==> src/rtl/branch_resolve_unit_pkg.sv <==
// Shared definitions for the branch resolve unit: condition codes, flag
// bit positions, BHT counter reset value and the condition evaluator.
package branch_resolve_unit_pkg;

  localparam logic [2:0] CC_NEQ    = 3'b000;
  localparam logic [2:0] CC_EQ     = 3'b001;
  localparam logic [2:0] CC_GT     = 3'b010;
  localparam logic [2:0] CC_LT     = 3'b011;
  localparam logic [2:0] CC_GTE    = 3'b100;
  localparam logic [2:0] CC_LTE    = 3'b101;
  localparam logic [2:0] CC_OVFL   = 3'b110;
  localparam logic [2:0] CC_UNCOND = 3'b111;

  localparam int FLAG_N = 2;
  localparam int FLAG_Z = 1;
  localparam int FLAG_V = 0;

  localparam logic [1:0] BHT_RESET = 2'b01;

  function automatic logic cond_eval(input logic [2:0] cc, input logic [2:0] f);
    logic n, z, v;
    n = f[FLAG_N];
    z = f[FLAG_Z];
    v = f[FLAG_V];
    case (cc)
      CC_NEQ:  return !z;
      CC_EQ:   return z;
      CC_GT:   return !z && !n;
      CC_LT:   return n;
      CC_GTE:  return z || !n;
      CC_LTE:  return n || z;
      CC_OVFL: return v;
      default: return 1'b1;
    endcase
  endfunction

endpackage

==> src/rtl/branch_resolve_unit_bht_bimodal.sv <==
// Bimodal branch history table: 2-bit saturating counters indexed by pc[IDX_W:1],
// combinational read port, one saturating update per cycle.
module bht_bimodal
  import branch_resolve_unit_pkg::*;
#(
  parameter int ADDR_W = 16,
  parameter int DEPTH  = 16
) (
  input  logic              clk,
  input  logic              rst,
  input  logic [ADDR_W-1:0] rd_pc,
  output logic              rd_taken,
  input  logic              upd_en,
  input  logic [ADDR_W-1:0] upd_pc,
  input  logic              upd_taken
);

  localparam int IDX_W = $clog2(DEPTH);

  logic [1:0]       ctr [DEPTH];
  logic [IDX_W-1:0] rd_idx;
  logic [IDX_W-1:0] upd_idx;

  assign rd_idx  = rd_pc[IDX_W:1];
  assign upd_idx = upd_pc[IDX_W:1];

  // Reads see the pre-update value when indices collide; there is no bypass.
  assign rd_taken = ctr[rd_idx][1];

  // NOTE: the array is reset in full because predictions must start weakly
  // not-taken; this forces flops rather than a RAM macro, which is intended.
  always_ff @(posedge clk or posedge rst) begin
    if (rst) begin
      for (int i = 0; i < DEPTH; i++) ctr[i] <= BHT_RESET;
    end else if (upd_en) begin
      if (upd_taken && ctr[upd_idx] != 2'b11)
        ctr[upd_idx] <= ctr[upd_idx] + 2'd1;
      else if (!upd_taken && ctr[upd_idx] != 2'b00)
        ctr[upd_idx] <= ctr[upd_idx] - 2'd1;
    end
  end

endmodule

==> src/rtl/branch_resolve_unit.sv <==
// Branch resolve unit: N/Z/V flag register with same-cycle bypass, condition
// evaluation, bimodal BHT and registered branch resolution.
module branch_resolve_unit
  import branch_resolve_unit_pkg::*;
#(
  parameter int ADDR_W    = 16,
  parameter int BHT_DEPTH = 16,
  parameter int PC_INC    = 2
) (
  input  logic              clk,
  input  logic              rst,
  input  logic [2:0]        flag_wr_en,
  input  logic [2:0]        flag_in,
  output logic [2:0]        flags,
  input  logic [ADDR_W-1:0] fetch_pc,
  output logic              fetch_pred_taken,
  input  logic              br_valid,
  input  logic [2:0]        br_cond,
  input  logic [ADDR_W-1:0] br_pc,
  input  logic [ADDR_W-1:0] br_target,
  input  logic              br_pred_taken,
  output logic              res_valid,
  output logic              res_taken,
  output logic              res_mispredict,
  output logic [ADDR_W-1:0] res_redirect_pc
);

  logic [2:0]        eff;
  logic              cond;
  logic [ADDR_W-1:0] next_pc;

  // A same-cycle ALU write reaches the branch without waiting for the register.
  assign eff  = (flag_wr_en & flag_in) | (~flag_wr_en & flags);
  assign cond = cond_eval(br_cond, eff);

  // NOTE: the fall-through default is assigned before the override so every
  // path writes next_pc and no latch is inferred.
  always_comb begin
    next_pc = br_pc + ADDR_W'(PC_INC);
    if (cond) next_pc = br_target;
  end

  // NOTE: state uses non-blocking assignments so every flop samples
  // pre-edge values regardless of statement order.
  always_ff @(posedge clk or posedge rst) begin
    if (rst) begin
      flags <= 3'b000;
    end else begin
      for (int i = 0; i < 3; i++)
        if (flag_wr_en[i]) flags[i] <= flag_in[i];
    end
  end

  always_ff @(posedge clk or posedge rst) begin
    if (rst) begin
      res_valid       <= 1'b0;
      res_taken       <= 1'b0;
      res_mispredict  <= 1'b0;
      res_redirect_pc <= '0;
    end else begin
      res_valid      <= br_valid;
      res_taken      <= br_valid && cond;
      res_mispredict <= br_valid && (cond ^ br_pred_taken);
      if (br_valid) res_redirect_pc <= next_pc;
    end
  end

  bht_bimodal #(
    .ADDR_W (ADDR_W),
    .DEPTH  (BHT_DEPTH)
  ) u_bht (
    .clk       (clk),
    .rst       (rst),
    .rd_pc     (fetch_pc),
    .rd_taken  (fetch_pred_taken),
    .upd_en    (br_valid && (br_cond != CC_UNCOND)),
    .upd_pc    (br_pc),
    .upd_taken (cond)
  );

endmodule

==> config.mk <==
export PLATFORM = sky130hd
export DESIGN_NAME = branch_resolve_unit
export DESIGN_NICKNAME = d
export VERILOG_FILES = /design/src/rtl/branch_resolve_unit_pkg.sv /design/src/rtl/branch_resolve_unit_bht_bimodal.sv /design/src/rtl/branch_resolve_unit.sv
export SDC_FILE = /design/constraint.sdc
export NUM_CORES = 1
export LEC_CHECK = 0
export BUFFER_PORTS_ARGS = -buffer_cell sky130_fd_sc_hd__buf_2
export CAP_MARGIN = 10
export CORE_MARGIN = 2
export CORE_UTILIZATION = 50
export DETAILED_ROUTE_END_ITERATION = 10
export GPL_TIMING_DRIVEN = 0
export PLACE_DENSITY_LB_ADDON = 0.15
export SYNTH_ARGS = -nofsm -noshare
export SYNTH_HDL_FRONTEND = slang
export SYNTH_SLANG_ARGS = --single-unit
==> constraint.sdc <==
create_clock -name clk -period 3.66 [get_ports clk]
set_clock_uncertainty 0.1 [all_clocks]
set_input_delay 0.915 -clock clk [delete_from_list [all_inputs] [get_ports clk]]
set_output_delay 0.915 -clock clk [all_outputs]
set_load 0.03 [all_outputs]
======== Word-level counts from Yosys, hierarchy flattened ========
Index checks and enable logic that the tools add are counted.
word-level totals
  bits of input ports ..................... 61
  output and inout bits ................... 23
  register bits after elaboration ......... 54
  word-level logic and storage cells ...... 74
operators by class
  order comparisons ....................... 3
  bitwise logic cells ..................... 7
  add/sub/neg operators ................... 3
  muxes and demuxes ....................... 14
  reductions and logical operators ........ 16
  equal/unequal tests ..................... 8
operators by type and width
  kind                                                         count
  bitwise mux 32 bit                                           2
  two-way mux 32 bit                                           2
  adder 16 x 2 -> 16 bit (second input constant)               1
  binary-select mux 2 bit (select 4 bit)                       2
  two-way mux 16 bit                                           1
  >= comparator 5 bit (second input constant)                  2
  two-way mux 2 bit                                            5
  NOT 4 -> 5 bit                                               2
  == test 3 bit (second input constant)                        3
  demux 2 bit (select 4 bit)                                   1
  logical AND 1 bit                                            7
  one-hot mux 1 bit (7 select lines)                           1
  bitwise AND 3 bit                                            2
  == test 3 x 2 -> 1 bit (second input constant)               2
  less-than comparator 5 x 1 -> 1 bit (second input constant)  1
  nonzero test 2 bit                                           2
  == test 3 x 1 -> 1 bit (second input constant)               1
  zero test 1 bit                                              3
  zero test 3 bit                                              1
  != test 3 bit (second input constant)                        1
  NOT 3 bit                                                    1
  bitwise OR 3 bit                                             1
  adder 2 x 1 -> 2 bit (second input constant)                 1
  logical OR 1 bit                                             2
  other kinds (4)                                              4

======== Logic depth before layout (Yosys ltp) ========
  depth after elaboration ................. 10
  depth in mapped cells ................... 12
  mapped depth without buffers ............ 10

======== Hierarchy ========
A second synthesis with hierarchy kept.
second synthesis, totals
  cell total of the unflattened synthesis .. 270
  area, all modules ....................... 3,260.6 sq um
modules (own cells, without submodules)
  module               area an instance (sq um)  instances  cells each  sequential area each (sq um)
  bht_bimodal          1,858.0                   1          129         820.8
  branch_resolve_unit  1,402.6                   1          141         550.5

======== Worst setup path after synthesis ========
Ideal clock, no wire load.
  path kind ............................... input to register
  from .................................... input br_pc[1]
  to ...................................... register u_bht.ctr[11] (netlist bit)
  data arrival time ....................... 3.490 ns
  cell stages on the path ................. 11
  setup time .............................. 0.125 ns
  required time ........................... 3.435 ns
  path slack .............................. -0.055 ns
  path buffers ............................ 2
  cells stage by stage .................... buf_2 > mux4_2 > mux2_2 > o21ai_1 > buf_2 > inv_1 > ha_1 > nor2b_1 > o21ai_2 > a21oi_1 > mux2_2
between the ends
  cells in the longest elaborated chain, start to end .. 8
  elaborated cells on any way between the ends .. 21
  classes of those cells .................. 2 x add/sub; 2 x order compare; 1 x eq/ne; 9 x mux; 1 x bitwise; 6 x reduce/logical
ends and longest elaborated chain
  what                                                                                 RTL line                               source
  start, declared                                                                      branch_resolve_unit.sv:19              input logic [ADDR_W-1:0] br_pc,
  NOT 4 -> 5 bit (not written as such) *                                               --
  binary-select mux 2 bit (select 4 bit) (tied with other cells)                       --
  two-way mux 2 bit (not written as such) / logical AND 1 bit (equally long branches)  --
  two-way mux 2 bit (on tied branches)                                                 --
  subtractor 2 x 1 -> 2 bit (tied with other cells)                                    branch_resolve_unit_bht_bimodal.sv:39  ctr[upd_idx] <= ctr[upd_idx] - 2'd1;
  bitwise mux 32 bit (tied with other cells)                                           branch_resolve_unit_bht_bimodal.sv:39
  two-way mux 32 bit / nonzero test 2 bit (equally long branches)                      --
  two-way mux 32 bit / AND reduction 2 bit (equally long branches)                     --
  end signal, assigned by index                                                        branch_resolve_unit_bht_bimodal.sv:37  ctr[upd_idx] <= ctr[upd_idx] + 2'd1;
  end signal, assigned by index                                                        branch_resolve_unit_bht_bimodal.sv:39
  end, declared                                                                        branch_resolve_unit_bht_bimodal.sv:20  logic [1:0] ctr [DEPTH];
Every way passes the cells marked *; elsewhere a longest branch is shown, timed or not. The select of a mux whose other input is x is not followed.
A chain may end at the register's enable or synchronous reset.

======== Worst setup path in the final report ========
Same ends and word-level chain as after synthesis.

==> reports/metrics.csv <==
metric,value,unit
# IOs,84,
Die Span Y,85.71,um
Root Driver,clkbuf_8,
setup violators final,0,
Least-Margin Pin Slew,0.8067,ns
clock latency on the worst-skew pair,0.30,ns
Post-Route Setup TNS,0,ns
ratio of cells with drive above 1 in the final layout,49.40,%
worst-path fanout max,10,
remaining antenna violation count,0,
asr flop ratio synth,100.0,%
DR pass1 iterations,4,
Synth Cell Area,3338,um^2
fillcell total,517,
synthesized area per cell,13.30,um^2
die area,7346,um^2
Initial Util,52.27,%
crit end category,flip-flop,
Global Route Usage Sum,20.91,%
placed cell areas,3809,um^2
busiest grt layer,met2,
Cell Pwr Density,569.1,nW/um^2
"Slew Viols, Final",0,
top_reg_cell synth,dfrtp_1,
gpl congestion,0.8342,
"FF+latch count, synth",54,
CTS sink cnt,54,
crit path kind,primary input to flip-flop,
Final Hold Viols,0,
drc violations,0,
fin nets,398,
"Seq/Total Area, Yosys",41.08,%
Max clock buf depth,2,
number of synthesized flops with an enable pin,0,
initial antenna violation count,0,
Peak Freq,282.4,MHz
largest net degree at the start of global routing,37,
Worst-path clk slew,0.09,ns
final period utilization,96.76,%
worst endpoint required time,3.75,ns
Max-cap violations,0,
Peak VDD IR,0.2983,mV
Synth Instances,251,
GRT met2 Usage,33.66,%
vias in the first global route,2378,
Startpoint Class,primary input,
worst hold slack,0.4081,ns
Crit path arrival time,3.64,ns
Die W,85.71,um
ant diodes,0,
grt total ovfl,0,
core area,6386,um^2
syn_nets,318,
via count,2297,
Slew Limit Headroom,45.46,%
met1 Use GR,29.84,%
worst hold path class,flip-flop to flip-flop,
Vias/cell,5.616,
Netlist cell types,43,
leakage,1.727,nW
Area Growth Syn to Fin,19.38,%
CTS tree,done,
met3 Use GR,4.042,%
WL per Instance,17.73,um
Synth Warn #,0,
port bufs,70,
Finished Cell Area,3985,um^2
initial drt markers,107,
placement row count,29,
total CTS buffers,5,
crit path time final,3.541,ns
CTS H-tree lvls,2,
DP Wirelength,5581,um
first-pass GRT wire length,11880,um
outcome,"finished, final reports clean",
final wirelength,7253,um
[kinds of logic (layout without fill, tap and decap cells)]
group,after synthesis,after routing,share of synthesized area (%)
adders and majority gates,6,6,2.249
buffers and inverters,19,100,2.549
xor gates and xnor gates,15,15,3.936
muxes,75,75,30.40
DFF,54,54,41.08
AOI/OAI and AO/OA,42,42,9.933
and+or+nand+nor,40,40,9.858
[cells in the mapped netlist, types with 7 or more instances]
master | count | area (um^2)
dfrtp_1 | 38 | 950.9
mux2_2 | 23 | 259.0
inv_1 | 7 | 26.28
a21oi_1 | 19 | 95.09
xnor2_1 | 14 | 122.6
dfstp_2 | 16 | 420.4
mux2_1 | 31 | 349.1
mux4_2 | 14 | 315.3
a21bo_1 | 12 | 120.1
[critical path, cell delays in order]
cell     delay, ns
buf_2         0.15
buf_8         0.17
mux4_2        0.49
mux2_2        0.30
o21ai_4       0.18
buf_4         0.19
inv_1         0.05
ha_1          0.26
nor2b_1       0.17
o21ai_2       0.13
a21oi_2       0.25
mux2_2        0.36
[metal layers]
layer,part of all wire [%],vias to the layer above
met2,49,44
li1,-,1100
met5,0,-
met4,0.68,0
met3,3.8,4
met1,47,1149
[path summary, 6_finish.rpt]
| path | start | end | slack, ns | cells after the start |
|---|---|---|---|---|
| min in group asynchronous | rst | res_mispredict$_DFF_PP0_ | 0.50 | 2 |
| max | br_pc[1] | u_bht.ctr[11]$_DFFE_PP0P_ | 0.12 | 12 |
| min | res_redirect_pc[6]$_DFFE_PP0P_ | res_redirect_pc[6]$_DFFE_PP0P_ | 0.41 | 1 |
| max in group asynchronous | rst | async pin | 2.35 | 3 |
| min reg2reg | res_redirect_pc[6]$_DFFE_PP0P_ | res_redirect_pc[6]$_DFFE_PP0P_ | 0.41 | 1 |
| max reg2reg | flip-flop | u_bht.ctr[11]$_DFFE_PP0P_ | 0.66 | 10 |
[through the flow]
stage,setup WS [ns],cells,util (%),power (mW)
detailed placement,-0.6548,399,59.64,1.817
finish,0.1187,409,62.40,2.268
floorplan,0.03725,251,-,1.579
global placement,-0.6055,398,59.33,1.783
CTS,0.02700,407,62.05,2.269
global route,-0.0007776,409,62.40,2.408
[report_power, final]
part	switching [mW]	total, mW	leakage [nW]	internal [mW]
combinational	0.438	0.881	1.04	0.442
sequential	0.113	0.975	0.626	0.862
clock	0.189	0.412	0.0585	0.223
[timing repair]
item | 4_1_cts | 5_1_grt
hold buffers | 0 | 0
gates resized for setup | 10 | 2
endpoints found under the setup margin | 32 | 32
setup buffers | 0 | 2
pin swaps | 0 | 1
cloned | 0 | 0
[layout by cell type (no fill, tap or decap), types with 6 or more instances in the layout]
| cell type | synthesis | final |
|---|---|---|
| dfstp_2 | 16 | 16 |
| buf_4 | 3 | 6 |
| nor2b_1 | 6 | 6 |
| ha_1 | 6 | 6 |
| nor2_1 | 6 | 6 |
| inv_1 | 7 | 6 |
| a21bo_1 | 12 | 12 |
| mux4_2 | 14 | 14 |
| buf_2 | 2 | 70 |
| mux2_2 | 23 | 23 |
| xnor2_1 | 14 | 13 |
| clkbuf_8 | 0 | 6 |
| dfrtp_1 | 38 | 38 |
| mux2_1 | 31 | 31 |
| a21oi_1 | 19 | 15 |
[cell type report]
cell class	instances	area, um^2	share of cell area, %
buffer	11	70.07	1.758
clock buffer	7	86.33	2.166
clock inverter	1	30.03	0.7535
inverter	8	30.03	0.7535
multi-input combinational	178	1916	48.07
sequential	54	1371	34.41
tap	77	96.34	2.418
timing repair buffer	73	385.4	9.670
No activity file was read; power rests on OpenSTA's default activity.
